`config.mk`:
```
export PLATFORM = sky130hd
export DESIGN_NAME = axi_lite_ram_bridge
export DESIGN_NICKNAME = d
export VERILOG_FILES = /design/src/rtl/axi_ram_pkg.sv /design/src/rtl/axi_wstrb_normalize.sv /design/src/rtl/axi_lite_ram_bridge.sv
export SDC_FILE = /design/constraint.sdc
export NUM_CORES = 1
export LEC_CHECK = 0
export BUFFER_PORTS_ARGS = -buffer_cell sky130_fd_sc_hd__buf_2
export CORE_MARGIN = 2
export CORE_UTILIZATION = 50
export DETAILED_ROUTE_END_ITERATION = 8
export PLACE_DENSITY = 0.94
export REMOVE_ABC_BUFFERS = 1
export SLEW_MARGIN = 5
export SYNTH_ARGS = -nofsm -noshare
export SYNTH_HDL_FRONTEND = slang
export SYNTH_HIERARCHICAL = 1
export SYNTH_SLANG_ARGS = --single-unit
```
`constraint.sdc`:
```
create_clock -name CLK -period 5.2 [get_ports CLK]
set_clock_uncertainty 0.1 [all_clocks]
set_input_delay 0.78 -clock CLK [delete_from_list [all_inputs] [get_ports CLK]]
set_output_delay 0.78 -clock CLK [all_outputs]
set_load 0.1 [all_outputs]
```
`src/rtl/axi_ram_pkg.sv`:
```
// Shared types and constants for the AXI4-Lite to dual-port RAM bridge:
// FSM encoding, response codes and the write-strobe patterns.
package axi_ram_pkg;

  typedef enum logic [2:0] {
    ST_IDLE,
    ST_WR,
    ST_BRESP,
    ST_RD,
    ST_RCAP,
    ST_RRESP
  } state_t;

  typedef enum logic {
    GRANT_READ  = 1'b0,
    GRANT_WRITE = 1'b1
  } grant_t;

  localparam logic [1:0] RESP_OKAY   = 2'b00;
  localparam logic [1:0] RESP_SLVERR = 2'b10;

  // AXI lane strobes accepted by the bridge
  localparam logic [3:0] STRB_NONE = 4'b0000;
  localparam logic [3:0] STRB_B0   = 4'b0001;
  localparam logic [3:0] STRB_B1   = 4'b0010;
  localparam logic [3:0] STRB_B2   = 4'b0100;
  localparam logic [3:0] STRB_B3   = 4'b1000;
  localparam logic [3:0] STRB_H0   = 4'b0011;
  localparam logic [3:0] STRB_H1   = 4'b0110;
  localparam logic [3:0] STRB_H2   = 4'b1100;
  localparam logic [3:0] STRB_W    = 4'b1111;

  // RAM size masks (data right-aligned, offset carried in the address)
  localparam logic [3:0] SIZE_BYTE = 4'b0001;
  localparam logic [3:0] SIZE_HALF = 4'b0011;
  localparam logic [3:0] SIZE_WORD = 4'b1111;

endpackage

```
`src/rtl/axi_wstrb_normalize.sv`:
```
// Converts an AXI lane-aligned strobe/data pair into the RAM's right-aligned
// size-mask form, flagging empty and unsupported strobe patterns.
module axi_wstrb_normalize
  import axi_ram_pkg::*;
(
  input  logic [3:0]  wstrb,
  input  logic [31:0] wdata,
  input  logic [1:0]  addr_lo,
  output logic [3:0]  ram_wstrb,
  output logic [31:0] ram_wdata,
  output logic [1:0]  offset,
  output logic        legal,
  output logic        empty
);

  always_comb begin
    ram_wstrb = 4'b0000;
    offset    = addr_lo;
    legal     = 1'b0;
    empty     = 1'b0;
    case (wstrb)
      STRB_NONE: empty = 1'b1;
      STRB_B0:   begin ram_wstrb = SIZE_BYTE; offset = 2'd0; legal = 1'b1; end
      STRB_B1:   begin ram_wstrb = SIZE_BYTE; offset = 2'd1; legal = 1'b1; end
      STRB_B2:   begin ram_wstrb = SIZE_BYTE; offset = 2'd2; legal = 1'b1; end
      STRB_B3:   begin ram_wstrb = SIZE_BYTE; offset = 2'd3; legal = 1'b1; end
      STRB_H0:   begin ram_wstrb = SIZE_HALF; offset = 2'd0; legal = 1'b1; end
      STRB_H1:   begin ram_wstrb = SIZE_HALF; offset = 2'd1; legal = 1'b1; end
      STRB_H2:   begin ram_wstrb = SIZE_HALF; offset = 2'd2; legal = 1'b1; end
      STRB_W:    begin ram_wstrb = SIZE_WORD; offset = 2'd0; legal = 1'b1; end
      default:   ;
    endcase
    ram_wdata = wdata >> {offset, 3'b000};
  end

endmodule

```
`src/rtl/axi_lite_ram_bridge.sv`:
```
// AXI4-Lite slave driving port B of ram_dualport with single-beat accesses,
// one access in flight and a dead cycle after every RAM write.
module axi_lite_ram_bridge
  import axi_ram_pkg::*;
#(
  parameter int WIDTH  = 10,
  parameter int ADDR_W = 32
) (
  input  logic              CLK,
  input  logic              RST,
  input  logic              S_AWVALID,
  output logic              S_AWREADY,
  input  logic [ADDR_W-1:0] S_AWADDR,
  input  logic              S_WVALID,
  output logic              S_WREADY,
  input  logic [31:0]       S_WDATA,
  input  logic [3:0]        S_WSTRB,
  output logic              S_BVALID,
  input  logic              S_BREADY,
  output logic [1:0]        S_BRESP,
  input  logic              S_ARVALID,
  output logic              S_ARREADY,
  input  logic [ADDR_W-1:0] S_ARADDR,
  output logic              S_RVALID,
  input  logic              S_RREADY,
  output logic [31:0]       S_RDATA,
  output logic [1:0]        S_RRESP,
  output logic              RAM_RDEN,
  output logic [WIDTH+1:0]  RAM_RADDR,
  input  logic [31:0]       RAM_RDATA,
  output logic              RAM_WREN,
  output logic [3:0]        RAM_WSTRB,
  output logic [WIDTH+1:0]  RAM_WADDR,
  output logic [31:0]       RAM_WDATA
);

  state_t           state_reg;
  grant_t           last_grant_reg;
  logic             aw_full_reg;
  logic             w_full_reg;
  logic [WIDTH-1:0] aw_word_reg;
  logic [1:0]       aw_lo_reg;
  logic [31:0]      w_data_reg;
  logic [3:0]       w_strb_reg;
  logic [WIDTH-1:0] ar_word_reg;
  logic [1:0]       bresp_reg;
  logic [31:0]      rdata_reg;

  logic        live;
  logic        idle;
  logic        aw_hs;
  logic        w_hs;
  logic        ar_hs;
  logic        wr_ready;
  logic        wr_sel;
  logic        wr_fire;
  logic        rd_fire;
  logic [3:0]  norm_wstrb;
  logic [31:0] norm_wdata;
  logic [1:0]  norm_offset;
  logic        norm_legal;
  logic        norm_empty;
  logic        unused_addr_bits;

  // The RAM aliases: byte-address bits above the word index are ignored.
  assign unused_addr_bits = ^{S_AWADDR[ADDR_W-1:WIDTH+2], S_ARADDR[ADDR_W-1:WIDTH+2],
                              S_ARADDR[1:0]};

  // Everything is forced low while reset is asserted, so no enable can
  // escape in the cycle reset is first seen.
  assign live = !RST;
  assign idle = (state_reg == ST_IDLE);

  assign S_AWREADY = live && idle && !aw_full_reg;
  assign S_WREADY  = live && idle && !w_full_reg;
  assign aw_hs     = S_AWVALID && S_AWREADY;
  assign w_hs      = S_WVALID && S_WREADY;

  // A write counts as ready in the cycle its last half arrives, which keeps
  // the handshake-to-WREN latency at one cycle.
  assign wr_ready  = (aw_full_reg || aw_hs) && (w_full_reg || w_hs);
  assign wr_sel    = idle && wr_ready && (!S_ARVALID || last_grant_reg == GRANT_READ);
  assign S_ARREADY = live && idle && !wr_sel;
  assign ar_hs     = S_ARVALID && S_ARREADY;

  axi_wstrb_normalize u_norm (
    .wstrb     (w_strb_reg),
    .wdata     (w_data_reg),
    .addr_lo   (aw_lo_reg),
    .ram_wstrb (norm_wstrb),
    .ram_wdata (norm_wdata),
    .offset    (norm_offset),
    .legal     (norm_legal),
    .empty     (norm_empty)
  );

  assign wr_fire   = live && (state_reg == ST_WR) && norm_legal;
  assign rd_fire   = live && (state_reg == ST_RD);

  assign RAM_WREN  = wr_fire;
  assign RAM_WSTRB = wr_fire ? norm_wstrb : 4'b0000;
  assign RAM_WADDR = wr_fire ? {aw_word_reg, norm_offset} : '0;
  assign RAM_WDATA = wr_fire ? norm_wdata : 32'h0;
  assign RAM_RDEN  = rd_fire;
  assign RAM_RADDR = rd_fire ? {ar_word_reg, 2'b00} : '0;

  assign S_BVALID  = live && (state_reg == ST_BRESP);
  assign S_BRESP   = S_BVALID ? bresp_reg : RESP_OKAY;
  assign S_RVALID  = live && (state_reg == ST_RRESP);
  assign S_RDATA   = S_RVALID ? rdata_reg : 32'h0;
  assign S_RRESP   = RESP_OKAY;

  always_ff @(posedge CLK) begin
    if (RST) begin
      state_reg      <= ST_IDLE;
      last_grant_reg <= GRANT_READ;
      aw_full_reg    <= 1'b0;
      w_full_reg     <= 1'b0;
      aw_word_reg    <= '0;
      aw_lo_reg      <= 2'b00;
      w_data_reg     <= 32'h0;
      w_strb_reg     <= 4'b0000;
      ar_word_reg    <= '0;
      bresp_reg      <= RESP_OKAY;
      rdata_reg      <= 32'h0;
    end else begin
      if (aw_hs) begin
        aw_full_reg <= 1'b1;
        aw_word_reg <= S_AWADDR[WIDTH+1:2];
        aw_lo_reg   <= S_AWADDR[1:0];
      end
      if (w_hs) begin
        w_full_reg <= 1'b1;
        w_data_reg <= S_WDATA;
        w_strb_reg <= S_WSTRB;
      end
      case (state_reg)
        ST_IDLE: begin
          if (wr_sel) begin
            state_reg      <= ST_WR;
            last_grant_reg <= GRANT_WRITE;
          end else if (ar_hs) begin
            state_reg      <= ST_RD;
            ar_word_reg    <= S_ARADDR[WIDTH+1:2];
            last_grant_reg <= GRANT_READ;
          end
        end
        ST_WR: begin
          aw_full_reg <= 1'b0;
          w_full_reg  <= 1'b0;
          bresp_reg   <= (norm_legal || norm_empty) ? RESP_OKAY : RESP_SLVERR;
          state_reg   <= ST_BRESP;
        end
        ST_BRESP: if (S_BREADY) state_reg <= ST_IDLE;
        ST_RD:    state_reg <= ST_RCAP;
        // RAM_RDATA changes every cycle; this is the only cycle it is ours.
        ST_RCAP: begin
          rdata_reg <= RAM_RDATA;
          state_reg <= ST_RRESP;
        end
        ST_RRESP: if (S_RREADY) state_reg <= ST_IDLE;
        default:  state_reg <= ST_IDLE;
      endcase
    end
  end

endmodule

```
Word-level counts from Yosys, hierarchy flattened
Cells that the tools add are included.
{"block": "word_totals", "output_inout_bits": 103, "reg_bits": 98, "word_cells": 85}
{"block": "classes", "reduce_logical": 37, "muxes": 18, "eq_ne": 16, "n_shift": 1, "bitwise": 2}
{"operator": "32-bit two-way mux", "n": 2}
{"operator": "32-bit by 5-bit >> shifter with 32-bit output", "n": 1}
{"operator": "12-bit two-way mux", "n": 2}
{"operator": "3-bit case mux with 6 select lines", "n": 1}
{"operator": "1-bit logical AND", "n": 15}
{"operator": "4-bit == test (second input constant)", "n": 3}
{"operator": "3-bit two-way mux", "n": 4}
{"operator": "4-bit case mux with 3 select lines", "n": 1}
{"operator": "4-bit by 2-bit == test with 1-bit output (second input constant)", "n": 2}
{"operator": "4-bit by 3-bit == test with 1-bit output (second input constant)", "n": 2}
{"operator": "2-bit case mux with 4 select lines", "n": 1}
{"operator": "8-bit OR reduction", "n": 1}
{"operator": "3-bit by 2-bit == test with 1-bit output (second input constant)", "n": 2}
{"operator": "3-bit == test (second input constant)", "n": 2}
{"operator": "3-bit AND reduction", "n": 2}
{"operator": "2-bit OR reduction", "n": 3}
{"operator": "3-bit OR reduction", "n": 2}
{"operator": "1-bit logical NOT", "n": 5}
{"operator": "4-bit by 1-bit == test with 1-bit output (second input constant)", "n": 1}
{"operator": "4-bit logical NOT", "n": 1}
{"operator": "1-bit logical OR", "n": 4}
{"operator": "1-bit two-way mux", "n": 4}
{"operator": "2-bit two-way mux", "n": 2}
{"operator": "4-bit two-way mux", "n": 1}
{"operator": "other kinds (8)", "n": 10}

Longest topological paths before layout
Gate-level depths: netlist of run 1.
{"block": "logic_depth", "word_depth": 14, "mapped_depth": 10}

Modules after synthesis
The synthesis of run 1 kept the hierarchy.
{"module": "axi_lite_ram_bridge", "cells_per_inst": 526, "area_per_inst_um2": 4139.0, "n_inst": 1}
{"module": "axi_wstrb_normalize", "cells_per_inst": 112, "area_per_inst_um2": 784.5, "n_inst": 1}

Least setup slack after synthesis of run 1
Ideal clock, no wire load.
{"block": "synth_timing", "path_kind": "input-to-output", "startpoint": "in RST", "endpoint": "out S_BRESP[1]", "path_slack_ps": 270, "arrival_time_ps": 4050, "cell_stages": 3, "required_time_ps": 4320, "path_cell_list": "buf_2 > nor3_1 > and2_1"}
{"block": "synth_via", "elab_chain_cells": 3}
{"item": "start: declaration", "line_no": "axi_lite_ram_bridge.sv:10", "text": "input logic RST,"}
{"item": "1-bit logical NOT", "line_no": "axi_lite_ram_bridge.sv:71", "text": "assign live = !RST;"}
{"item": "1-bit logical AND", "line_no": "axi_lite_ram_bridge.sv:107", "text": "assign S_BVALID = live && (state_reg == ST_BRESP);"}
{"item": "net S_BVALID", "line_no": "axi_lite_ram_bridge.sv:18", "text": "output logic S_BVALID,"}
{"item": "2-bit two-way mux", "line_no": "axi_lite_ram_bridge.sv:108", "text": "assign S_BRESP = S_BVALID ? bresp_reg : RESP_OKAY;"}
{"item": "end: declaration", "line_no": "axi_lite_ram_bridge.sv:20", "text": "output logic [1:0] S_BRESP,"}
The timed path passes the listed nets, and every way through them passes these cells.

Final worst setup path of run 1
{"block": "layout_timing", "startpoint": "reg w_strb_reg[0]", "endpoint": "out RAM_WDATA[11]"}
{"block": "layout_via", "elab_chain_cells": 5, "word_cells_on_any_way": 17, "cone_classes": "8 x eq/ne; 1 x shift; 3 x mux; 5 x reduce/logical"}
{"item": "start: declaration", "line_no": "axi_lite_ram_bridge.sv:44", "text": "logic [3:0] w_strb_reg;"}
{"item": "start signal: assignment", "line_no": "axi_lite_ram_bridge.sv:122", "text": "w_strb_reg <= 4'b0000;"}
{"item": "start signal: assignment", "line_no": "axi_lite_ram_bridge.sv:135", "text": "w_strb_reg <= S_WSTRB;"}
{"item": "4-bit by 1-bit == test with 1-bit output (tied with other cells)", "line_no": "axi_wstrb_normalize.sv:21", "text": "case (wstrb)"}
{"item": "3-bit OR reduction (no line) or 2-bit OR reduction (tied branches)"}
{"item": "2-bit case mux with 4 select lines (*)", "line_no": "axi_wstrb_normalize.sv:21"}
{"item": "net norm_offset[0]", "line_no": "axi_lite_ram_bridge.sv:60", "text": "logic [1:0] norm_offset;"}
{"item": "32-bit by 5-bit >> shifter with 32-bit output (*)", "line_no": "axi_wstrb_normalize.sv:33", "text": "ram_wdata = wdata >> {offset, 3'b000};"}
{"item": "net norm_wdata[11]", "line_no": "axi_lite_ram_bridge.sv:59", "text": "logic [31:0] norm_wdata;"}
{"item": "32-bit two-way mux (*)", "line_no": "axi_lite_ram_bridge.sv:103", "text": "assign RAM_WDATA = wr_fire ? norm_wdata : 32'h0;"}
{"item": "end: declaration", "line_no": "axi_lite_ram_bridge.sv:34", "text": "output logic [31:0] RAM_WDATA"}
The timed path passes the listed nets; every way through them passes the cells marked *.

==> impl_metrics.json, run 1 <==
{
  "crit_type": "flip-flop to primary output",
  "place_ws_ns": 1.49,
  "postCtsSetupRepairBufs": 0,
  "r2r_cells": 4,
  "seq_area_frac_synth_pct": 39.4,
  "slew_headroom_pct": 31.1,
  "hold_start": "rdata_reg[17]$_SDFFE_PP0N_",
  "p_per_area_nw_per_um2": 267,
  "coreArea_um2": 9680,
  "die_h_um": 103,
  "rsz0062_at_grt": "false",
  "firstDrtPassIters": 4,
  "path_cells": "nand2_1 > a21oi_1 > a221o_1 > clkinv_4 > o2bb2ai_1 > and2_1 > buf_2",
  "antenna_left": 0,
  "die_w_um": 103,
  "tightest_slew_ns": 1.03,
  "antenna_found_initial": 2,
  "cpPeakStageDelay_ns": 0.81,
  "grt_pass1_vias": 4205,
  "synthTopCellsByArea": "dfxtp_1, and2_1, nand2_1",
  "drt-total-wl_um": 11700,
  "yosys_register_bits": 97,
  "synth_top_area_share_pct": 39.4,
  "grt_use_total_pct": 21.5,
  "fin_crit_sh_pct": 78.4,
  "yosys_warnings": 6,
  "ys_types": 46,
  "numPortBuffers": 194,
  "boundaryPins": 242,
  "drv_cap": 0,
  "p_int_mw": 1.09,
  "clk_pin_slew_ns": 0.11,
  "power_frac_comb_pct": 20.7,
  "required_ns": 4.32,
  "drc": 0,
  "initial_core_util_pct": 50.8,
  "min_to": "rdata_reg[17]$_SDFFE_PP0N_",
  "hold_class": "flip-flop to flip-flop",
  "synth.top_cells.by_count": "nand2_1, and2_1, dfxtp_1",
  "num_vias": 4688,
  "setup_slack_ns": 1.13,
  "cts-hold-fix-buffers": 0,
  "clockBufferDepth": 2,
  "syn_avg_cell_area_um2": 7.72,
  "cts-root-buf": "clkbuf_8",
  "tns_ns": 0,
  "final_layout_size_suffix_gt1_share_pct": 28.6,
  "routabilityCongestion": 0.793,
  "num_rows": 36,
  "die_area_um2": 10700,
  "grt_start_max_net_pins": 98,
  "min_period_ns": 4.07,
  "timing.rr.start": "state_reg[0]$_SDFFE_PP0P_",
  "yosysTopAreaCell": "dfxtp_1",
  "critPathArrivalTime_ns": 3.19,
  "clkLatencyLatePin_ns": 0.34,
  "hold_depth": 2,
  "yosys.cell_count.top_type": "nand2_1",
  "clock_sinks": 97,
  "synthCells": 638,
  "slowest_stage": "a221o_1",
  "finalNonFillerCells": 941,
  "status": "complete, no violations",
  "final_nets": 942,
  "cts_tree": "built",
  "fmax_ghz": 0.245,
  "synth_edf_count": 0,
  "cp_max_fo": 18,
  "slew_viol_final": 0,
  "grt_first_pass_wirelength_um": 18400,
  "reg2reg_to": "aw_word_reg[6]$_SDFFE_PP0P_",
  "drt_iter0_drc": 106,
  "pwr-share-seq_pct": 50.7,
  "cts_resized": 0,
  "end_kind": "primary output",
  "post-dp-hpwl_um": 8200,
  "cts_buffers": 9,
  "switching_share_pct": 32.4,
  "reg2reg_slack_ns": 3.13,
  "syn_area_um2": 4920,
  "cts-htree-levels": 3,
  "grt_remaining_overflow": 0,
  "clock_power_share_pct": 28.6,
  "antenna_cells": 0,
  "cp-start-kind": "flip-flop",
  "hold_viol_final": 0,
  "area_growth_pct": 22.5,
  "ys.flop_type": "dfxtp_1",
  "async_flop_share_pct": 0,
  "placed_cells": 925,
  "ir_drop_mv": 0.164,
  "p_sw_mw": 0.520,
  "cellLeakagePower_nw": 2.95,
  "finalSetupViolCount": 0,
  "routedWlPerCell_um": 12.4,
  "via_per_inst": 4.98
}
-- worst max path at each step --
stage / start / to / slack, ns
floorplan: RST / RAM_WADDR[0] / 0.19
finish: w_strb_reg[0]$_SDFFE_PP0P_ / RAM_WDATA[11] / 1.13
global placement: RST / RAM_WDATA[13] / 1.49
CTS: w_strb_reg[0]$_SDFFE_PP0P_ / RAM_WDATA[10] / 1.07
global route: w_strb_reg[0]$_SDFFE_PP0P_ / RAM_WDATA[10] / 0.90
detailed placement: w_strb_reg[0]$_SDFFE_PP0P_ / RAM_WDATA[10] / 1.49
-- cells in the final DEF, fill, tap and decap left out, types with 6 or more instances in the layout --
cell	count
buf_4	8
buf_2	193
nor2_1	34
mux2i_1	46
clkbuf_8	10
a21oi_1	84
o2bb2ai_1	8
o21ai_0	6
dfxtp_1	97
nand2_1	165
and2_1	99
-- cell families after synthesis --
| group | Yosys count | synth area share [%] |
|---|---|---|
| other | 1 | 0.0762 |
| buffers and inverters | 59 | 6.66 |
| flip-flops | 97 | 39.4 |
| multiplexers | 46 | 9.35 |
| AO/OA/AOI/OAI | 113 | 13.2 |
| AND/OR/NAND/NOR | 322 | 31.3 |
-- per-stage QoR --
| step | total power, mW | hold slack (ns) | util (%) | instance area, um^2 |
|---|---|---|---|---|
| after floorplan | 1.06 | 0.321 | - | 4650 |
| after global placement | 1.16 | 0.337 | 60.4 | 5850 |
| after detailed placement | 1.17 | 0.342 | 60.4 | 5850 |
| after CTS | 1.63 | 0.356 | 62.3 | 6030 |
| after global routing | 1.69 | 0.373 | 62.3 | 6030 |
| final | 1.61 | 0.354 | 62.3 | 6030 |
-- layer usage --
metal  up-vias  share of wire (%)  GRT usage, %
met4         4               0.93          5.87
met5         -               0.21             0
met3        12                7.6          6.85
met2       144                 49          38.4
li1       2394                  -             -
met1      2134                 43          24.9
-- critical path: cells and delay by family (launching register included) --
kind / cells / cell delay [ns]
compound gates: 3 / 1.21
simple gates: 2 / 0.24
flops: 1 / 0.61
buf+inv: 2 / 0.77
-- power by group through the flow --
stage | sequential, mW | clock [mW] | combinational [mW]
floorplan | 0.823 | 0 | 0.233
global placement | 0.829 | 0 | 0.329
detailed placement | 0.832 | 0 | 0.335
CTS | 0.814 | 0.478 | 0.335
global route | 0.821 | 0.509 | 0.363
finish | 0.815 | 0.460 | 0.333
-- final cells by class --
cell class | instances | area [um^2]
fill | 890 | 3650
clock inverter | 6 | 47.5
tap | 133 | 166
multi-input combinational | 486 | 2670
timing repair buffer | 201 | 1030
sequential | 97 | 1940
inverter | 8 | 37.5
clock buffer | 10 | 138
(Power assumes the default switching activity.)
==> inputs of run 2 (changes only) <==
--- a/config.mk
+++ b/config.mk
@@ -7,9 +7,9 @@
 export LEC_CHECK = 0
 export BUFFER_PORTS_ARGS = -buffer_cell sky130_fd_sc_hd__buf_2
 export CORE_MARGIN = 2
-export CORE_UTILIZATION = 50
+export CORE_UTILIZATION = 46
 export DETAILED_ROUTE_END_ITERATION = 8
-export PLACE_DENSITY = 0.94
+export PLACE_DENSITY = 0.88
 export REMOVE_ABC_BUFFERS = 1
 export SLEW_MARGIN = 5
 export SYNTH_ARGS = -nofsm -noshare
==> constraint.sdc (replaced) <==
create_clock -name CLK -period 3.85 [get_ports CLK]
set_clock_uncertainty 0.1 [all_clocks]
set_input_delay 0.5775 -clock CLK [delete_from_list [all_inputs] [get_ports CLK]]
set_output_delay 0.5775 -clock CLK [all_outputs]
set_load 0.1 [all_outputs]
==> run 2 against run 1 <==
Against the previous run:
- die area grew 8.4%
- core utilization grew 0.96 points
- sequential power grew 35%
- clock-buffer cell count rose by 1
- worst setup slack got worse by 0.69 ns
- critical path type unchanged
==> impl_metrics.json, run 2 (synthesis gave the netlist of run 1 again) <==
{
  "fin_crit_sh_pct": 88.7,
  "ir_drop_mv": 0.190,
  "whs_ns": 0.313,
  "grt_first_pass_wirelength_um": 20500,
  "slowest_stage": "dfxtp_1",
  "numPortBuffers": 194,
  "grt_remaining_overflow": 0,
  "area_growth_pct": 33.2,
  "p_per_area_nw_per_um2": 340,
  "cpPeakStageDelay_ns": 0.62,
  "crit_type": "flip-flop to primary output",
  "routedWlPerCell_um": 13.7,
  "drt_iter0_drc": 199,
  "fmax_ghz": 0.293,
  "tns_ns": 0,
  "fin_area_um2": 6560,
  "die_w_um": 107,
  "n_fill_cell": 920,
  "tightest_slew_ns": 1.24,
  "boundaryPins": 242,
  "cp-start-kind": "flip-flop",
  "via_per_inst": 5.01,
  "grt_pass1_vias": 4452,
  "antenna_found_initial": 1,
  "end_kind": "primary output",
  "cts_buffers": 9,
  "critPathArrivalTime_ns": 2.74,
  "cts_tree": "built",
  "die_area_um2": 11500,
  "status": "complete, no violations",
  "layout_common_cells": "nand2_1, buf_2, and2_1",
  "cellLeakagePower_nw": 3.03,
  "drt-total-wl_um": 12900,
  "initial_core_util_pct": 47.5,
  "clkLatencyLatePin_ns": 0.34,
  "final_layout_size_suffix_gt1_share_pct": 28.5,
  "cts-root-buf": "clkbuf_8",
  "cp_max_fo": 16,
  "layout_commonest_cell": "nand2_1",
  "antenna_left": 0,
  "worstSetupEndpoint": "RAM_WDATA[13]",
  "cts-hold-fix-buffers": 0,
  "clk_pin_slew_ns": 0.10,
  "routabilityCongestion": 0.841,
  "drc": 0,
  "cts_resized": 0,
  "min_period_ns": 3.42,
  "antenna_cells": 0,
  "finalNonFillerCells": 944,
  "slew_viol_final": 0,
  "slew_headroom_pct": 16.9,
  "num_rows": 37,
  "required_ns": 3.17,
  "finalSetupViolCount": 0,
  "rsz0062_at_grt": "false",
  "die_h_um": 107,
  "clockBufferDepth": 2,
  "path_cells": "and3_1 > nand2_1 > nand3_4 > inv_6 > nor2_4 > o2bb2ai_1 > and2_1 > buf_2",
  "final_nets": 943,
  "coreArea_um2": 10400,
  "reg2reg_to": "rdata_reg[14]$_SDFFE_PP0N_",
  "worstSetupStartpoint": "w_strb_reg[0]$_SDFFE_PP0P_",
  "r2r_cells": 4,
  "hold_class": "input port to flip-flop",
  "firstDrtPassIters": 5,
  "post-dp-hpwl_um": 9160,
  "place_area_um2": 6350,
  "placed_cells": 929,
  "p_total_mw": 2.23,
  "postCtsSetupRepairBufs": 0,
  "hold_viol_final": 0,
  "grt_use_total_pct": 22.2,
  "grt_start_max_net_pins": 96,
  "num_vias": 4727,
  "clock_sinks": 97,
  "timing.rr.start": "state_reg[1]$_SDFFE_PP0P_",
  "cts-htree-levels": 3,
  "reg2reg_slack_ns": 1.72,
  "drv_cap": 0
}
-- run 2: cell count changes in the layout (fill, tap and decap cells not counted), sizes merged --
cell / delta
inv: -4
bufinv: +1
buf: +1
clkbuf: +1
clkinvlp: +1
-- run 2: area by class of cell --
class	count	area, um^2	area share (%)
well taps	136	170	2.59
multi-input cells	486	2680	40.9
repair buffers	202	1530	23.3
clock inverters	4	53.8	0.820
clock buffers	11	141	2.16
inverters	8	40.0	0.611
flip-flops and latches	97	1940	29.6
-- run 2: metrics by stage --
step / setup slack (ns) / util [%]
after global routing: 0.212 / 63.2
after detailed placement: 0.595 / 61.3
after global placement: 0.663 / 61.3
after floorplan: -0.945 / -
final: 0.434 / 63.2
after CTS: 0.197 / 63.1
-- run 2: worst max-delay path: cells and delay by family, from the launching register on --
family,cells,cell delay (ns)
AOI/OAI and AO/OA,1,0.15
and+or+nand+nor,5,1.05
DFF,1,0.62
buffers and inverters,2,0.57
-- run 2: how the worst min path moves through the flow --
| stage | start | cells after the start | endpoint | slack, ns |
|---|---|---|---|---|
| floorplan | bresp_reg[1]$_SDFFE_PP0N_ | 2 | bresp_reg[1]$_SDFFE_PP0N_ | 0.32 |
| global placement | rdata_reg[23]$_SDFFE_PP0N_ | 2 | rdata_reg[23]$_SDFFE_PP0N_ | 0.34 |
| global route | S_BREADY | 2 | state_reg[1]$_SDFFE_PP0P_ | 0.30 |
| CTS | S_BREADY | 2 | state_reg[1]$_SDFFE_PP0P_ | 0.29 |
| detailed placement | rdata_reg[1]$_SDFFE_PP0N_ | 2 | rdata_reg[1]$_SDFFE_PP0N_ | 0.34 |
| finish | S_BREADY | 2 | state_reg[1]$_SDFFE_PP0P_ | 0.31 |
-- run 2: report_power, final --
group	total (mW)	internal (mW)	switching, mW
clock	0.671	0.317	0.354
sequential	1.10	1.05	0.0459
combinational	0.460	0.156	0.304
-- run 2: layer usage --
metal | GRT usage [%] | vias to the layer above | share of wire [%]
met4 | 7.23 | 2 | 1.6
met1 | 25.8 | 2145 | 41
met2 | 38.4 | 163 | 49
met5 | 0 | - | 0.085
met3 | 7.38 | 19 | 8.8
li1 | - | 2398 | -
==> inputs of run 3 (changes only) <==
--- a/config.mk
+++ b/config.mk
@@ -9,10 +9,9 @@
 export CORE_MARGIN = 2
 export CORE_UTILIZATION = 46
 export DETAILED_ROUTE_END_ITERATION = 8
-export PLACE_DENSITY = 0.88
+export PLACE_DENSITY = 0.89
 export REMOVE_ABC_BUFFERS = 1
 export SLEW_MARGIN = 5
 export SYNTH_ARGS = -nofsm -noshare
 export SYNTH_HDL_FRONTEND = slang
-export SYNTH_HIERARCHICAL = 1
 export SYNTH_SLANG_ARGS = --single-unit
==> run 3 against run 2 <==
Against the previous run:
- sequential share of layout area up 1.2 points
- clock-buffer cell count is 2 lower
- largest power group unchanged
- first-iteration DRC count shrank 23%
- critical path type unchanged
- hold slack worse by 0.011 ns
==> impl_metrics.json, run 3 <==
{
  "status": "complete, no violations",
  "coreArea_um2": 9820,
  "synth_xor_area_share_pct": 0.187,
  "p_total_mw": 2.20,
  "num_rows": 36,
  "fmax_ghz": 0.302,
  "yosys.cell_count.top_type": "nand2_1",
  "yosys_register_bits": 97,
  "cp_max_fo": 25,
  "synth_compound_area_share_pct": 14.6,
  "rsz0062_at_grt": "false",
  "cp-start-kind": "flip-flop",
  "area_growth_pct": 34.5,
  "cpPeakStageDelay_ns": 0.56,
  "slowest_stage": "dfxtp_1",
  "fin_crit_sh_pct": 86.1,
  "yosys_warnings": 0,
  "via_per_inst": 5.02,
  "drv_cap": 0,
  "clockBufferDepth": 2,
  "n_fill_cell": 844,
  "cts_resized": 0,
  "die_area_um2": 11000,
  "async_flop_share_pct": 0,
  "postCtsSetupRepairBufs": 0,
  "required_ns": 3.17,
  "firstDrtPassIters": 4,
  "cts-hold-fix-buffers": 0,
  "post-dp-hpwl_um": 8940,
  "ys.flop_type": "dfxtp_1",
  "boundaryPins": 242,
  "yosysTopAreaCell": "dfxtp_1",
  "cellLeakagePower_nw": 2.61,
  "grt_pass1_vias": 4388,
  "grt_use_total_pct": 22.3,
  "drt-total-wl_um": 12500,
  "cts-root-buf": "clkbuf_8",
  "layout_commonest_cell": "nand2_1",
  "initial_core_util_pct": 47.7,
  "die_w_um": 105,
  "clk_pin_slew_ns": 0.10,
  "synth_top_family_by_area": "simple AND/OR/NAND/NOR gates",
  "synth.top_cells.by_count": "nand2_1, dfxtp_1, a21oi_1",
  "end_kind": "primary output",
  "cts-htree-levels": 3,
  "whs_ns": 0.302,
  "grt_start_max_net_pins": 52,
  "cts_tree": "built",
  "r2r_cells": 5,
  "synth_top_area_share_pct": 41.5,
  "drc": 0,
  "num_vias": 4611,
  "antenna_found_initial": 1,
  "drt_iter0_drc": 154,
  "fin_area_um2": 6300,
  "critPathArrivalTime_ns": 2.64,
  "clock_sinks": 97,
  "hold_viol_final": 0,
  "syn_area_um2": 4680,
  "synth.area.mux_share_pct": 7.27,
  "min_period_ns": 3.31,
  "path_depth": 7,
  "seq_area_frac_synth_pct": 41.5,
  "tightest_slew_ns": 0.609,
  "hold_class": "input port to flip-flop",
  "syn_avg_cell_area_um2": 7.66,
  "yosys.area_share.simple_pct": 29.0,
  "routedWlPerCell_um": 13.7,
  "slew_headroom_pct": 59.3,
  "ir_drop_mv": 0.254,
  "synthCells": 611,
  "die_h_um": 105,
  "worst_path_dominant_cell_family": "buffers and inverters",
  "synthTopCellsByArea": "dfxtp_1, nand2_1, a21oi_1",
  "finalSetupViolCount": 0,
  "finalNonFillerCells": 918,
  "place_area_um2": 6090,
  "hold_depth": 2,
  "grt_first_pass_wirelength_um": 20200,
  "numPortBuffers": 194,
  "clkLatencyLatePin_ns": 0.36,
  "synthAdderAreaFrac_pct": 0,
  "path_cells": "or2_2 > nand2_1 > a221oi_4 > buf_4 > mux2i_1 > o21ai_0 > buf_12",
  "slew_viol_final": 0,
  "crit_type": "flip-flop to primary output",
  "synth_edf_count": 0,
  "routabilityCongestion": 0.853,
  "placed_cells": 901,
  "final_layout_size_suffix_gt1_share_pct": 29.5,
  "ys_types": 38,
  "cts_buffers": 9,
  "cp_num_buf_inv": 2,
  "grt_remaining_overflow": 0,
  "p_per_area_nw_per_um2": 349,
  "final_nets": 918,
  "layout_common_cells": "nand2_1, buf_2, dfxtp_1",
  "antenna_left": 0
}
## run 3: cell types whose count changed in the layout (fill, tap and decap cells not counted), sizes merged, moves of 5 or more
cell / delta
o22ai: +7
nand3: +11
o21ai: +5
and2: -37
mux2i: -12
o2bb2ai: -8
## run 3: path summary, 6_finish.rpt
path | startpoint | to | slack, ns
min reg2reg | rdata_reg[13]$_SDFFE_PP0P_ | rdata_reg[13]$_SDFFE_PP0P_ | 0.35
max | w_strb_reg[3]$_SDFFE_PP0P_ | RAM_WDATA[15] | 0.54
min | S_BREADY | state_reg[1]$_SDFFE_PP0P_ | 0.30
max reg2reg | state_reg[2]$_SDFFE_PP0P_ | ar_word_reg[3]$_SDFFE_PP0P_ | 1.75
## run 3: logic make-up after synthesis
family | after synthesis
other | 1
and+or+nand+nor | 299
muxes | 34
AOI/OAI and AO/OA | 120
xor gates and xnor gates | 1
buffers and inverters | 59
DFF | 97
## run 3: through the flow
| stage | setup TNS (ns) | worst slack (ns) | utilization, % |
|---|---|---|---|
| 6_report | 0 | 0.536 | 64.1 |
| 5_1_grt | 0 | 0.251 | 64.1 |
| 4_1_cts | 0 | 0.537 | 64.1 |
| 3_5_place_dp | 0 | 0.756 | 62.0 |
| 3_3_place_gp | 0 | 0.775 | 62.0 |
| 2_1_floorplan | -23.93 | -1.44 | - |
## run 3: metal layers
layer | vias to the layer above | GRT usage (%) | share of wire, %
met4 | 0 | 9.24 | 2.4
li1 | 2332 | - | -
met2 | 170 | 40.6 | 52
met3 | 25 | 5.05 | 6.7
met5 | - | 0 | 0
met1 | 2084 | 24.9 | 39
## run 3: worst register-to-register path: cells and delay by family (launching register included)
family	cells	cell delay (ns)
compound gates	3	1.15
flops	1	0.43
mux	1	0.26
simple gates	1	0.06
## run 3: layout make-up
cell class              count  area, um^2  share of cell area (%)
clock inverters             7        86.3                    1.37
clock buffers               9         124                    1.97
well taps                 133         166                    2.64
diodes                      1        2.50                  0.0397
multi-input cells         459        2410                    38.3
flip-flops and latches     97        1940                    30.8
repair buffers            205        1540                    24.4
inverters                   7        26.3                   0.417
## run 3: power breakdown
part           switching (mW)  internal [mW]
Combinational           0.264          0.138
Sequential             0.0448           1.05
Clock                   0.380          0.314
Total                   0.689           1.51
